`config.mk`:
```
export PLATFORM = sky130hd
export DESIGN_NAME = fu_scalar_lsq
export DESIGN_NICKNAME = d
export VERILOG_FILES = /design/src/rtl/fu_scalar_lsq.sv
export SDC_FILE = /design/constraint.sdc
export NUM_CORES = 1
export LEC_CHECK = 0
export BUFFER_PORTS_ARGS = -buffer_cell sky130_fd_sc_hd__buf_2
export CORE_MARGIN = 8
export CORE_UTILIZATION = 40
export DETAILED_ROUTE_END_ITERATION = 10
export PLACE_DENSITY_LB_ADDON = 0.2
export SLEW_MARGIN = 20
export SYNTH_ARGS = -nofsm -noshare
export SYNTH_HDL_FRONTEND = slang
export SYNTH_SLANG_ARGS = --single-unit
export TNS_END_PERCENT = 30
```
`constraint.sdc`:
```
create_clock -name CLK -period 5.44 [get_ports CLK]
set_input_delay 1.088 -clock CLK [delete_from_list [all_inputs] [get_ports CLK]]
set_output_delay 1.088 -clock CLK [all_outputs]
set_load 0.02 [all_outputs]
```
`src/rtl/fu_scalar_lsq.sv`:
```
// Queued scalar LSU: DEPTH-entry FIFO, one memory op outstanding, in-order responses; >=2 cycles accept to resp_valid.
// Backpressure: req_ready drops when the FIFO is full or a flush is active; a stalled resp_ready holds the head in RESP.
module fu_scalar_lsq #(
    parameter int DEPTH  = 4,
    parameter int TAG_W  = 5,
    parameter int ADDR_W = 32
) (
    input  logic                       CLK,
    input  logic                       nRST,
    input  logic                       flush,
    input  logic                       req_valid,
    output logic                       req_ready,
    input  logic [1:0]                 req_mem_type,
    input  logic [1:0]                 req_size,
    input  logic                       req_unsigned,
    input  logic [ADDR_W-1:0]          req_rs1,
    input  logic [ADDR_W-1:0]          req_imm,
    input  logic [31:0]                req_rs2,
    input  logic [TAG_W-1:0]           req_tag,
    output logic                       dmemREN,
    output logic                       dmemWEN,
    output logic [ADDR_W-1:0]          dmemaddr,
    output logic [31:0]                dmemstore,
    output logic [3:0]                 dmembyteen,
    input  logic                       dhit_in,
    input  logic [31:0]                dmem_in,
    output logic                       resp_valid,
    input  logic                       resp_ready,
    output logic [TAG_W-1:0]           resp_tag,
    output logic [31:0]                resp_data,
    output logic                       resp_is_store,
    output logic                       resp_misalign,
    output logic [$clog2(DEPTH):0]     pending
);

    localparam int PTR_W = $clog2(DEPTH);
    localparam logic [PTR_W:0] PTR_ONE = 1;

    typedef struct packed {
        logic [ADDR_W-1:0] addr;
        logic [1:0]        size;
        logic              uns;
        logic [31:0]       data;
        logic [TAG_W-1:0]  tag;
        logic              store;
    } entry_t;

    typedef enum logic [1:0] {S_IDLE, S_ACCESS, S_RESP} state_t;

    function automatic logic is_misaligned(input logic [1:0] off, input logic [1:0] size);
        case (size)
            2'd0:    is_misaligned = 1'b0;
            2'd1:    is_misaligned = off[0];
            default: is_misaligned = (off != 2'b00);
        endcase
    endfunction

    function automatic logic [3:0] lane_en(input logic [1:0] off, input logic [1:0] size);
        case (size)
            2'd0:    lane_en = 4'b0001 << off;
            2'd1:    lane_en = 4'b0011 << off;
            default: lane_en = 4'b1111;
        endcase
    endfunction

    function automatic logic [31:0] lane_rep(input logic [31:0] d, input logic [1:0] size);
        case (size)
            2'd0:    lane_rep = {4{d[7:0]}};
            2'd1:    lane_rep = {2{d[15:0]}};
            default: lane_rep = d;
        endcase
    endfunction

    function automatic logic [31:0] extend(input logic [31:0] w, input logic [1:0] size, input logic uns);
        case (size)
            2'd0:    extend = {{24{~uns & w[7]}}, w[7:0]};
            2'd1:    extend = {{16{~uns & w[15]}}, w[15:0]};
            default: extend = w;
        endcase
    endfunction

    entry_t             r_mem [DEPTH];
    logic [PTR_W:0]     r_wptr, r_rptr;
    state_t             r_state;
    logic [1:0]         r_iss_off;
    logic [1:0]         r_iss_size;
    logic               r_iss_uns;
    logic [TAG_W-1:0]   r_iss_tag;
    logic               r_iss_store;
    logic               r_ren, r_wen;
    logic [ADDR_W-1:0]  r_daddr;
    logic [31:0]        r_dstore;
    logic [3:0]         r_dbe;
    logic               r_resp_valid;
    logic [TAG_W-1:0]   r_resp_tag;
    logic [31:0]        r_resp_data;
    logic               r_resp_store;
    logic               r_resp_mis;

    logic               w_empty, w_full, w_enq, w_pop, w_head_mis;
    entry_t             w_new, w_head;
    logic [31:0]        w_shift;

    assign w_empty = (r_wptr == r_rptr);
    assign w_full  = (r_wptr[PTR_W] != r_rptr[PTR_W]) &&
                     (r_wptr[PTR_W-1:0] == r_rptr[PTR_W-1:0]);
    assign req_ready = !w_full && !flush;
    assign w_enq = req_valid && req_ready && (req_mem_type == 2'd1 || req_mem_type == 2'd2);
    // Flush beats a pop: the queued entries are gone before the FSM may take one.
    assign w_pop = !flush && !w_empty &&
                   ((r_state == S_IDLE) || (r_state == S_RESP && resp_ready));

    assign w_head     = r_mem[r_rptr[PTR_W-1:0]];
    assign w_head_mis = is_misaligned(w_head.addr[1:0], w_head.size);
    assign w_shift    = dmem_in >> {r_iss_off, 3'b000};

    always_comb begin
        w_new       = '0;
        w_new.addr  = req_rs1 + req_imm;
        w_new.size  = req_size;
        w_new.uns   = req_unsigned;
        w_new.data  = req_rs2;
        w_new.tag   = req_tag;
        w_new.store = (req_mem_type == 2'd2);
    end

    always_ff @(posedge CLK) begin
        if (w_enq) r_mem[r_wptr[PTR_W-1:0]] <= w_new;
    end

    always_ff @(posedge CLK or negedge nRST) begin
        if (!nRST) begin
            r_wptr       <= '0;
            r_rptr       <= '0;
            r_state      <= S_IDLE;
            r_iss_off    <= '0;
            r_iss_size   <= '0;
            r_iss_uns    <= 1'b0;
            r_iss_tag    <= '0;
            r_iss_store  <= 1'b0;
            r_ren        <= 1'b0;
            r_wen        <= 1'b0;
            r_daddr      <= '0;
            r_dstore     <= '0;
            r_dbe        <= '0;
            r_resp_valid <= 1'b0;
            r_resp_tag   <= '0;
            r_resp_data  <= '0;
            r_resp_store <= 1'b0;
            r_resp_mis   <= 1'b0;
        end else begin
            if (w_enq) r_wptr <= r_wptr + PTR_ONE;
            if (flush)      r_rptr <= r_wptr;
            else if (w_pop) r_rptr <= r_rptr + PTR_ONE;

            if (w_pop) begin
                r_iss_off   <= w_head.addr[1:0];
                r_iss_size  <= w_head.size;
                r_iss_uns   <= w_head.uns;
                r_iss_tag   <= w_head.tag;
                r_iss_store <= w_head.store;
                if (w_head_mis) begin
                    // Misaligned ops never touch memory; answer straight from the queue.
                    r_state      <= S_RESP;
                    r_resp_valid <= 1'b1;
                    r_resp_tag   <= w_head.tag;
                    r_resp_data  <= '0;
                    r_resp_store <= w_head.store;
                    r_resp_mis   <= 1'b1;
                end else begin
                    r_state      <= S_ACCESS;
                    r_resp_valid <= 1'b0;
                    r_ren        <= !w_head.store;
                    r_wen        <= w_head.store;
                    r_daddr      <= {w_head.addr[ADDR_W-1:2], 2'b00};
                    r_dbe        <= lane_en(w_head.addr[1:0], w_head.size);
                    r_dstore     <= w_head.store ? lane_rep(w_head.data, w_head.size) : 32'h0;
                end
            end else begin
                case (r_state)
                    S_ACCESS: if (dhit_in) begin
                        r_state      <= S_RESP;
                        r_ren        <= 1'b0;
                        r_wen        <= 1'b0;
                        r_daddr      <= '0;
                        r_dbe        <= '0;
                        r_dstore     <= '0;
                        r_resp_valid <= 1'b1;
                        r_resp_tag   <= r_iss_tag;
                        r_resp_store <= r_iss_store;
                        r_resp_mis   <= 1'b0;
                        r_resp_data  <= r_iss_store ? 32'h0 : extend(w_shift, r_iss_size, r_iss_uns);
                    end
                    S_RESP: if (resp_ready) begin
                        r_state      <= S_IDLE;
                        r_resp_valid <= 1'b0;
                    end
                    default: ;
                endcase
            end
        end
    end

    // Strobes fall in the dhit cycle so memory never sees a second request.
    assign dmemREN       = r_ren & ~dhit_in;
    assign dmemWEN       = r_wen & ~dhit_in;
    assign dmemaddr      = r_daddr;
    assign dmemstore     = r_dstore;
    assign dmembyteen    = r_dbe;
    assign resp_valid    = r_resp_valid;
    assign resp_tag      = r_resp_tag;
    assign resp_data     = r_resp_data;
    assign resp_is_store = r_resp_store;
    assign resp_misalign = r_resp_mis;
    assign pending       = r_wptr - r_rptr;

endmodule

```
# ---- Yosys cells after proc, flatten, opt, wreduce, memory -nomap -nowiden
# Memory sizes are Yosys's and may differ from the RTL's.
# Index checks and enable logic that the tools add are counted.
dict set report op_classes {
  muxes 50
  multipliers 0
  eq_ne 13
  add_sub_neg 4
  n_div 0
  reduce_logical 24
  n_bitwise 6
  shift 3
  n_lt_le_gt_ge 0
}
# operator count
set op_table {}
lappend op_table {{two-way mux 32 bit} 12}
lappend op_table {{one-hot mux 32 bit (2 select lines)} 2}
lappend op_table {{adder 32 bit} 1}
lappend op_table {{right shift 32 x 5 -> 32 bit} 1}
lappend op_table {{two-way mux 5 bit} 4}
lappend op_table {{two-way mux 1 bit} 18}
lappend op_table {{two-way mux 4 bit} 4}
lappend op_table {{AND reduction 3 bit} 3}
lappend op_table {{== test 2 x 1 -> 1 bit, second input constant} 4}
lappend op_table {{two-way mux 2 bit} 4}
lappend op_table {{one-hot mux 4 bit (2 select lines)} 1}
lappend op_table {{nonzero test 2 bit} 4}
lappend op_table {{logical AND 1 bit} 7}
lappend op_table {{adder 3 x 1 -> 3 bit, second input constant} 2}
lappend op_table {{zero test 2 bit} 3}
lappend op_table {{two-way mux 3 bit} 2}
lappend op_table {{inequality test 3 bit, second input constant} 2}
lappend op_table {{bitwise AND 1 bit} 4}
lappend op_table {{== test 2 bit, second input constant} 2}
lappend op_table {{zero test 1 bit} 4}
lappend op_table {{one-hot mux 1 bit (2 select lines)} 2}
lappend op_table {{one-hot mux 2 bit (2 select lines)} 1}
lappend op_table {{<< shifter 1 x 2 -> 4 bit, first input constant} 1}
lappend op_table {{<< shifter 2 x 2 -> 4 bit, first input constant} 1}
lappend op_table {{9 further kinds} 11}
dict set report totals {
  mem_count 1
  ramBits 292
  regBits 129
  input_bits 144
  rom_bits 0
  wordCells 119
  out_inout_bits 114
  latch_bits 0
}
# name words width rd rd_ports_with_merged_regs wr line_no
set memory_table {}
lappend memory_table {r_mem 4 73 1 0 1 82} ;# entry_t r_mem [DEPTH];

# ---- Logic depth before layout (Yosys ltp)
dict set report logic_depth {
  ltp_word 8
  mapped_depth 16
}

# ---- Least setup slack after synthesis
# OpenSTA, ideal clock, no wires.
dict set report synth_timing {
  path_kind {register to register}
  startpoint {register r_rptr[1]}
  endpoint {memory r_mem[3][0] (netlist bit), enable pin}
  setup_slack_ns 0.478
  required_time_ns 4.999
  stages_incl_launch_ff 11
  period_less_slack_ns 4.962
  t_arrival_ns 4.521
  n_path_buf 5
  path_cell_list {dfrtp_1 buf_2 buf_1 buf_1 buf_2 inv_1 ha_1 a31oi_1 and3b_1 clkbuf_1 and2_1}
}
dict set report synth_between {
  elab_chain_cells 8
}
# element line_no
set synth_rtl {}
lappend synth_rtl {{start, declared} 83} ;# logic [PTR_W:0] r_wptr, r_rptr;
lappend synth_rtl {{start signal, assigned} 153} ;# if (flush) r_rptr <= r_wptr;
lappend synth_rtl {{start signal, assigned} 154} ;# else if (w_pop) r_rptr <= r_rptr + PTR_ONE;
lappend synth_rtl {{== test 2 bit} 106} ;# (r_wptr[PTR_W-1:0] == r_rptr[PTR_W-1:0]);
lappend synth_rtl {{logical AND 1 bit} 105} ;# assign w_full = (r_wptr[PTR_W] != r_rptr[PTR_W]) &&
lappend synth_rtl {{zero test 1 bit} 107} ;# assign req_ready = !w_full && !flush;
lappend synth_rtl {{logical AND 1 bit} 107}
lappend synth_rtl {{via req_ready} 12} ;# output logic req_ready,
lappend synth_rtl {{logical AND 1 bit (2 in series)} 108} ;# assign w_enq = req_valid && req_ready && (req_mem_type == 2'd1 || req_mem_type == 2'd2);
lappend synth_rtl {{two-way mux 1 bit} 128} ;# if (w_enq) r_mem[r_wptr[PTR_W-1:0]] <= w_new;
lappend synth_rtl {{two-way mux 1 bit (implied by the code)} 128}
lappend synth_rtl {{end, declared} 82}
# The timed path passes the listed nets, and every way through them passes these cells.

# ---- Worst setup path after layout
dict set report layout_timing {
  startpoint {register r_rptr[0]}
  endpoint {register r_dstore[17] (netlist: dmemstore[17])}
}
dict set report layout_between {
  elab_chain_cells 6
}
# element line_no
set layout_rtl {}
lappend layout_rtl {{memory read (4 x 73 bit) or == test 3 bit (tied branches)} -}
lappend layout_rtl {{== test 2 x 1 -> 1 bit (tied with other cells)} {51, 67}}
lappend layout_rtl {{one-hot mux 32 bit (2 select lines) or logical AND 1 bit (tied branches)} {67, 110}}
lappend layout_rtl {{two-way mux 32 bit or logical AND 1 bit (tied branches)} {177, 110}}
lappend layout_rtl {{two-way mux 32 bit (tied with other cells)} 162} ;# if (w_head_mis) begin
lappend layout_rtl {{two-way mux 32 bit or AND reduction 3 bit (tied branches)} -}
lappend layout_rtl {{end signal, assigned} 177} ;# r_dstore <= w_head.store ? lane_rep(w_head.data, w_head.size) : 32'h0;
lappend layout_rtl {{end, declared} 92} ;# logic [31:0] r_dstore;
# Several ways; a longest one is shown, not always the timed one. The select of a mux whose other input is x is not followed.
# A chain may end at the register's enable or synchronous reset.

==> flow_summary.yaml <==
clock_network:
  hold_buffers: 0
  clk_pin_slew_worst_paths_ps: 60
  numClockSinks: 418
  cts_tree: "done"
  cts.repair.resized: 0
  cts_made_buffers: 43
  clockRootBuffer: "clkbuf_16"
  cts_setup_buffers: 0
  clock_path_buffers: 3
  htreeDepth: 2
  clk-insertion-delay-late_ps: 560
cells_and_area:
  nFillCells: 4013
  areaGrowthSynthToFinish_pct: 17.73
  nets: 1659
  drive_gt1_share_pct: 28.76
  fin_cells: 2110
  final_util_pct: 47.38
  stdcell_area_sq_mm: 0.02136
yosys:
  post-synth-top-area-cell: "edfxtp_1"
  ys_top_cells_by_area: "edfxtp_1, dfrtp_1, mux4_2, nand2_1, ha_1"
  synthSimpleGateAreaFrac_pct: 7.261
  synthFlopType: "edfxtp_1"
  ys_async_sr_fraction_pct: 30.14
  yosys-top-cells-count: "edfxtp_1, nand2_1, dfrtp_1"
  synth_fa_ha_area_share_pct: 2.910
  yosysTopAreaCellShare_pct: 48.32
  synth_cell_types: 62
  yosysSeqAreaShare_pct: 65.70
  yosysWarnings: 0
  avgSynthCellArea_sq_um: 14.79
  syn-cell-area_sq_mm: 0.01814
  synth_edf_count: 292
  yosysMostFrequentCell: "edfxtp_1"
  synth_mux_area_share_pct: 11.92
  synth_xor_area_share_pct: 1.786
  synth-compound-area-share_pct: 8.171
  synth-seq-cells: 418
  synth_top_family_by_area: "multiplexers"
  syn_inst: 1227
floorplanning:
  ioPinCount: 258
  die_x_um: 229.0
  rows: 78
  core_region_area_sq_mm: 0.04509
  initial_utilization_pct: 40.24
  dieArea_sq_mm: 0.05243
  dieHeight_um: 229.0
placement:
  dpl-instance-area_sq_mm: 0.02000
  routabilityCongestion: 0.8728
  dp.cells: 2029
  place_hpwl_mm: 30.90
  pre_cts_ws_ps: 1478
  port_buffers: 255
setup_path:
  cp_num_buf_inv: 2
  critPathArrivalTime_ps: 4380
  path_delay_family: "simple AND/OR/NAND/NOR gates"
  r2r-start: "r_rptr[0]"
  end_kind: "flip-flop"
  cp.required_ps: 5900
  slowest_stage: "mux4_2"
  path_max_fanout: 43
  startpoint_type: "flip-flop"
  path_class: "reg -> reg"
  worstPathCellList: "mux4_2 > inv_1 > a21o_1 > nand2_2 > and2_2 > buf_4 > nand2_1 > o21ai_0"
  startpoint: "r_rptr[0]"
  slowest_delay_ps: 880
sta:
  tightest_slew_ps: 1046
  slew_viol_final: 0
  post-route-min-period_ps: 3923
  setup_viol: 0
  rsz0062_at_grt: "no"
  tns_ps: 0
  setup_ws_ps: 1517
  max_freq_mhz: 254.9
  hold_ws_ps: 471.7
  hold_violations: 0
  slew_headroom_pct: 30.27
  skew_ps: 14.55
  final.period_utilization_pct: 72.12
grt:
  grt_max_degree: 79
  antenna_found_initial: 3
  grt_overflow_total: 0
  grt.total_usage_pct: 16.99
  grt_pass1_wl_mm: 69.90
  grt_pass1_vias: 11730
routing:
  via_per_inst: 5.289
  totalWireLength_mm: 45.39
  via_count: 11160
  wl_per_cell_um: 21.51
  postRouteAntennaNets: 0
  drtIter0Drc: 699
  drc: 0
  drt_first_pass_iters: 4
hold_path:
  hold_path.class: "reg -> reg"
  hp-start: "resp_data[1]"
power_and_ir_drop:
  p_leak_nw: 8.610
  power_density_mw_per_mm2: 526.7
  total_power_mw: 11.25
  ir_worst_vdd_mv: 0.2324
job:
  max_cap_violations: 0
outcome:
  outcome: "completed"
worst register-to-register path, cell delays in order (launching register included):
cell and delay, ps:
dfrtp_4 620, mux4_2 880, inv_1 240, a21o_1 230, nand2_2 510, and2_2 820, buf_4 360, nand2_1 70
o21ai_0 90
sequential cells by signal (all words and copies together) (netlist names), 3 cells and up:
signal,cells
resp_data,32
dmembyteen,4
dmemstore,32
r_wptr,3
r_iss_tag,5
resp_tag,5
r_rptr,3
r_mem,292
dmemaddr,30
cell usage in the layout, fill, tap and decap left out, drive strengths merged, types with 28 or more instances in the layout:
| cell | n |
|---|---|
| mux2i | 42 |
| clkbuf | 66 |
| dfrtp | 126 |
| ha | 39 |
| o31ai | 28 |
| nand3 | 39 |
| mux4 | 73 |
| nand2 | 194 |
| o21ai | 49 |
| a21oi | 46 |
| buf | 273 |
| edfxtp | 292 |
cell families after synthesis:
family | after synthesis
compound gates | 218
xor+xnor | 37
fa+ha+maj | 41
buf+inv | 85
flops | 418
mux | 123
other cells | 1
simple gates | 304
area by class of cell:
cell class	count	area, sq um	area share (%)
repair buffers	273	1430	6.695
inverters	13	48.80	0.2284
flip-flops and latches	418	11930	55.84
clock buffers	66	1224	5.728
diodes	1	2.502	0.01171
well taps	600	750.7	3.514
multi-input cells	725	5841	27.34
clock inverters	14	136.4	0.6384
path summary, 6_finish.rpt:
check	slack, ps	depth (start not counted)	end
max	1520	8	dmemstore[17]
min	470	1	resp_data[1]
max reg2reg	1520	8	dmemstore[17]
min reg2reg	470	1	resp_data[1]
max in group asynchronous	3690	2	resp_data[21]
min in group asynchronous	570	1	dmemstore[2]
report_power, final:
group          leakage [nW]  internal (mW)  total, mW  switching (mW)
clock                 0.656           1.65       2.84            1.19
sequential             4.29           4.03       4.46           0.423
combinational          3.67           1.52       3.95            2.44
metal layers:
| metal | GRT usage (%) | share of wire [%] | up-vias |
|---|---|---|---|
| met4 | 4.603 | 2.1 | 2 |
| li1 | - | - | 5161 |
| met3 | 3.004 | 4.8 | 63 |
| met2 | 28.97 | 49 | 306 |
| met1 | 22.21 | 44 | 5627 |
| met5 | 0 | 0.026 | - |
Note: power is estimated with default switching activity, not from simulation.
